$ cat src/rtl/sync_updown_counter_nbit.sv
// ============================================================================
// Module   : sync_updown_counter_nbit
// Summary  : Synchronous N-bit up/down counter with programmable terminal
//            value, parallel load, enable, one-shot mode and wrap pulse.
//            Optional Gray output enabled by macro SYNC_COUNTER_GRAY_OUT_EN.
// Revision : 1.0 - initial release
// ============================================================================
`default_nettype none

module sync_updown_counter_nbit #(
    parameter int              N         = 7,
    parameter int              ONE_SHOT  = 0,
    parameter logic [N-1:0]    RESET_VAL = '0
) (
    input  logic          clk,
    input  logic          reset_n,
    input  logic          en,
    input  logic          up_dn,
    input  logic          load,
    input  logic [N-1:0]  load_val,
    input  logic [N-1:0]  mod_max,
    output logic [N-1:0]  Q,
    output logic          wrap,
    output logic          done,
    output logic [N-1:0]  q_gray
);

    localparam logic [N-1:0] c_ONE = {{(N-1){1'b0}}, 1'b1};

    logic [N-1:0] r_q;
    logic         r_wrap;
    logic [N-1:0] w_q_next;
    logic         w_at_top;
    logic         w_at_bot;
    logic         w_count;
    logic         w_wrap_evt;
    logic         w_done;

    // Out-of-range counts (above mod_max) are treated as terminal in both
    // directions so a bad load always re-enters the legal range in one step.
    always_comb begin
        w_at_top   = (r_q >= mod_max);
        w_at_bot   = (r_q == '0) || (r_q > mod_max);
        w_count    = en && !load && !w_done;
        w_wrap_evt = w_count && (up_dn ? w_at_top : w_at_bot);
        w_q_next   = r_q;
        if (load) begin
            w_q_next = load_val;
        end else if (w_count) begin
            if (w_wrap_evt) begin
                if (ONE_SHOT == 0) begin
                    w_q_next = up_dn ? '0 : mod_max;
                end
            end else begin
                w_q_next = up_dn ? (r_q + c_ONE) : (r_q - c_ONE);
            end
        end
    end

    always_ff @(posedge clk or negedge reset_n) begin
        if (!reset_n) begin
            r_q    <= RESET_VAL;
            r_wrap <= 1'b0;
        end else begin
            r_q    <= w_q_next;
            r_wrap <= w_wrap_evt;
        end
    end

    generate
        if (ONE_SHOT != 0) begin : g_one_shot
            logic r_done;
            always_ff @(posedge clk or negedge reset_n) begin
                if (!reset_n) begin
                    r_done <= 1'b0;
                end else if (load) begin
                    r_done <= 1'b0;
                end else if (w_wrap_evt) begin
                    r_done <= 1'b1;
                end
            end
            assign w_done = r_done;
        end else begin : g_free_run
            assign w_done = 1'b0;
        end
    endgenerate

`ifdef SYNC_COUNTER_GRAY_OUT_EN
    localparam logic [N-1:0] c_GRAY_RST = RESET_VAL ^ (RESET_VAL >> 1);

    // Encoded from the next state so the Gray value lines up with Q.
    logic [N-1:0] r_q_gray;
    always_ff @(posedge clk or negedge reset_n) begin
        if (!reset_n) begin
            r_q_gray <= c_GRAY_RST;
        end else begin
            r_q_gray <= w_q_next ^ (w_q_next >> 1);
        end
    end
    assign q_gray = r_q_gray;
`else
    assign q_gray = '0;
`endif

    assign Q    = r_q;
    assign wrap = r_wrap;
    assign done = w_done;

endmodule

`default_nettype wire
$ cat config.mk
export PLATFORM = sky130hd
export DESIGN_NAME = sync_updown_counter_nbit
export DESIGN_NICKNAME = d
export VERILOG_FILES = /design/src/rtl/sync_updown_counter_nbit.sv
export SDC_FILE = /design/constraint.sdc
export NUM_CORES = 1
export LEC_CHECK = 0
export ABC_AREA = 1
export BUFFER_PORTS_ARGS = -buffer_cell sky130_fd_sc_hd__buf_2
export CAP_MARGIN = 15
export CORE_ASPECT_RATIO = 1.5
export CORE_MARGIN = 2
export CORE_UTILIZATION = 45
export CTS_CLUSTER_DIAMETER = 150
export CTS_CLUSTER_SIZE = 16
export DETAILED_ROUTE_END_ITERATION = 16
export GPL_ROUTABILITY_DRIVEN = 0
export GPL_TIMING_DRIVEN = 0
export MAX_ROUTING_LAYER = met4
export PLACE_DENSITY = 0.71
export SLEW_MARGIN = 20
export SYNTH_ARGS = -nofsm -noshare
export SYNTH_HDL_FRONTEND = slang
export SYNTH_SLANG_ARGS = --single-unit
$ cat constraint.sdc
create_clock -name clk -period 4.32 [get_ports clk]
set_input_delay 0 -clock clk [delete_from_list [all_inputs] [get_ports clk]]
set_output_delay 0 -clock clk [all_outputs]
set_load 0.01 [all_outputs]
==> impl_results.md <==
* Sequential area share after synthesis at 16.8%
* Worst setup SP type: flip-flop
* Main area contributors after synthesis: dfrtp_1 17%, nand2_1 14%, ha_1 13%
* Fin crit period at 1.81 ns
* Core area at 0.00248 mm2
* R2R cell count at 11
* Switching part of the total power at 46.2%
* Cell Int Power at 0.000221 W
* CP Data Arrival Time at 1.94 ns
* # resized after CTS at 0
* Final worst clock skew at 0.000805 ns
* Final setup viols at 0
* Total wire length at 2680 um
* Leakage at 0.825 nW
* Area grow syn2layout at 20.1%
* # IOs at 35
* Postcts setup bufs at 0
* Num CTS Buffers at 3
* Drt pass-1 iters at 4
* FMAX at 553 MHz
* Drt wl/cell at 11.9 um
* Top cell type by total area after synthesis: dfrtp_1
* Library cells used by synthesis at 30
* Final ANT Viol Nets at 0
* CTS tree: built
* Ant diodes at 0
* Setup TNS at 0 ns
* Gr usage total at 20.6%
* Power Dens Cells at 288 mW/mm2
* Asr flop ratio synth at 100%
* Share of layout cells above drive strength 1 at 30.7%
* Max Slew Vio Count at 0
* Critical setup path kind: flip-flop to flip-flop
* Comb pwr share at 59.6%
* Largest net degree at the start of global routing at 11
* Clock net sink count at 8
* Worst reg2reg setup slack at 2.51 ns
* Via count at 1139
* Synth Flop Type: dfrtp_1
* Final-report hold violation count at 0
* Worst Setup EP: Q[2]
* Clock Tree Buf Depth at 2
* # DRC at 0
* Synthesized area per cell at 7.26 um2
* Placement Cell Area at 0.00137 mm2
* Top cell type's share of synthesized area at 16.8%
* Net Sw Power at 0.000190 W
* Initial antenna violation count at 0
* Vias per inst at 5.04
* Synth Instances at 164
* Initial DRC Count at 23
* Hold-fix buffers, CTS at 4
* DIE AREA at 0.00308 mm2
* Most common cell after layout, fill and taps aside: nand2_1
* Mapped cell area at 0.00119 mm2
* Reg2Reg Launch Point: Q[6]
* Clock power share at 13.5%
* Site Rows at 22
* Die W at 46.0 um
* First-pass GRT wire length at 4550 um
* Post-synth EDFFs at 0
* Commonest non-fill, non-tap cells in the layout: 45 x nand2_1, 24 x buf_2, 21 x inv_1
* Clk root buf: clkbuf_4
* Required time of the critical path at 4.46 ns
* Vias in the first global route at 1104
* Final #Nets at 236
* Worst vdd ir at 183 uV
* IO Port Bufs at 24
* Number of synthesized register bits at 8
* YS warnings at 0
* Skew-Pair Late Insertion Delay at 0.25 ns
* Unrepaired setup endpoints after global routing: no
* Max-cap check violation count at 0
* Final core area utilization at 57.7%
* Die Span Y at 67.0 um
* Total gr overflow at 0
* Peak fanout along the critical path at 9
* Worst-path clk slew at 0.05 ns
* Type of the tightest min-delay check: input pin to flip-flop
* Final worst-path cycle share at 41.8%
* Outcome: complete, no violations
* CP startpoint: Q[6]
* H-tree depth at 1
* Crit end category: flip-flop
* Starting Density at 48.0%
* Capture point of the worst reg-to-reg path: Q[2]
* Post-route cell area at 0.00143 mm2
* Final HPWL DP at 2260 um
* Register share of total power at 26.9%
* Hold path depth at 3
cell usage after synthesis, types with 2 or more instances:
master / count
inv_1: 21
nand4_1: 4
a21oi_1: 5
nor2_1: 9
a22oi_1: 7
nand2_2: 5
xor2_1: 2
nand2_1: 45
buf_6: 2
nand2_8: 2
nand3_1: 11
buf_4: 8
inv_2: 2
nand3_2: 6
nor2_4: 2
dfrtp_1: 8
ha_1: 12
logic make-up after synthesis:
family                     count (synthesis)  share of synthesized area, %
AOI/OAI and AO/OA                         15                          8.62
xor gates and xnor gates                   3                          2.21
adders and majority gates                 13                          14.3
buffers and inverters                     37                          18.3
DFF                                        8                          16.8
other                                      1                         0.315
and+or+nand+nor                           87                          39.4
stage by stage:
step / setup WS, ns / hold WS, ns / total power, W / cells
global route: 2.39 / 0.0146 / 0.000455 / 226
CTS: 2.49 / 0.000568 / 0.000417 / 226
finish: 2.51 / 0.00626 / 0.000411 / 226
detailed placement: 2.51 / -0.150 / 0.000355 / 219
global placement: 2.56 / -0.155 / 0.000348 / 219
floorplan: 2.68 / -0.296 / 0.000293 / 171
layer usage:
layer	share of wire [%]	up-vias	routed length [um]	GRT usage, %
li1	-	588	-	-
met2	53	34	1430	34.4
met1	38	509	1020	22.3
met4	3.3	0	89	11.4
met5	0	-	0	-
met3	5.2	8	140	3.25
power groups by stage:
stage / clock network, W / logic [W] / registers, W
floorplan: 0 / 0.000184 / 0.000109
global placement: 0 / 0.000236 / 0.000112
detailed placement: 0 / 0.000244 / 0.000112
CTS: 0.0000592 / 0.000247 / 0.000111
global route: 0.0000602 / 0.000281 / 0.000114
finish: 0.0000554 / 0.000245 / 0.000111
sequential cells by signal, summed over array words and instances (netlist names):
signal and count:
wrap 1, Q 7
critical path, stage by stage, from the launching register on:
cell	delay, ns
dfrtp_1	0.48
ha_1	0.36
nand2_2	0.11
inv_1	0.05
a21oi_2	0.16
nand2_2	0.11
nand2_8	0.11
nand2_8	0.08
nand3_2	0.07
nand2_1	0.05
nand2_1	0.06
nand2_1	0.05
worst min-delay path by stage:
stage / startpoint / slack [ns] / end
2_1_floorplan: reset_n / -0.30 / Q[0]
3_3_place_gp: reset_n / -0.16 / Q[3]
3_5_place_dp: reset_n / -0.15 / Q[6]
4_1_cts: load_val[2] / 0.0006 / Q[2]
5_1_grt: load_val[1] / 0.01 / Q[1]
6_report: load_val[2] / 0.006 / Q[2]
final cells by class:
cell class	count	area [um2]
Clock buffer	3	22.5
Timing Repair Buffer	28	160
Sequential cell	8	200
Multi-Input combinational cell	126	798
Buffer	11	108
Tap cell	24	30.0
Fill cell	244	1050
Inverter	26	110
(Power assumes the default switching activity.)
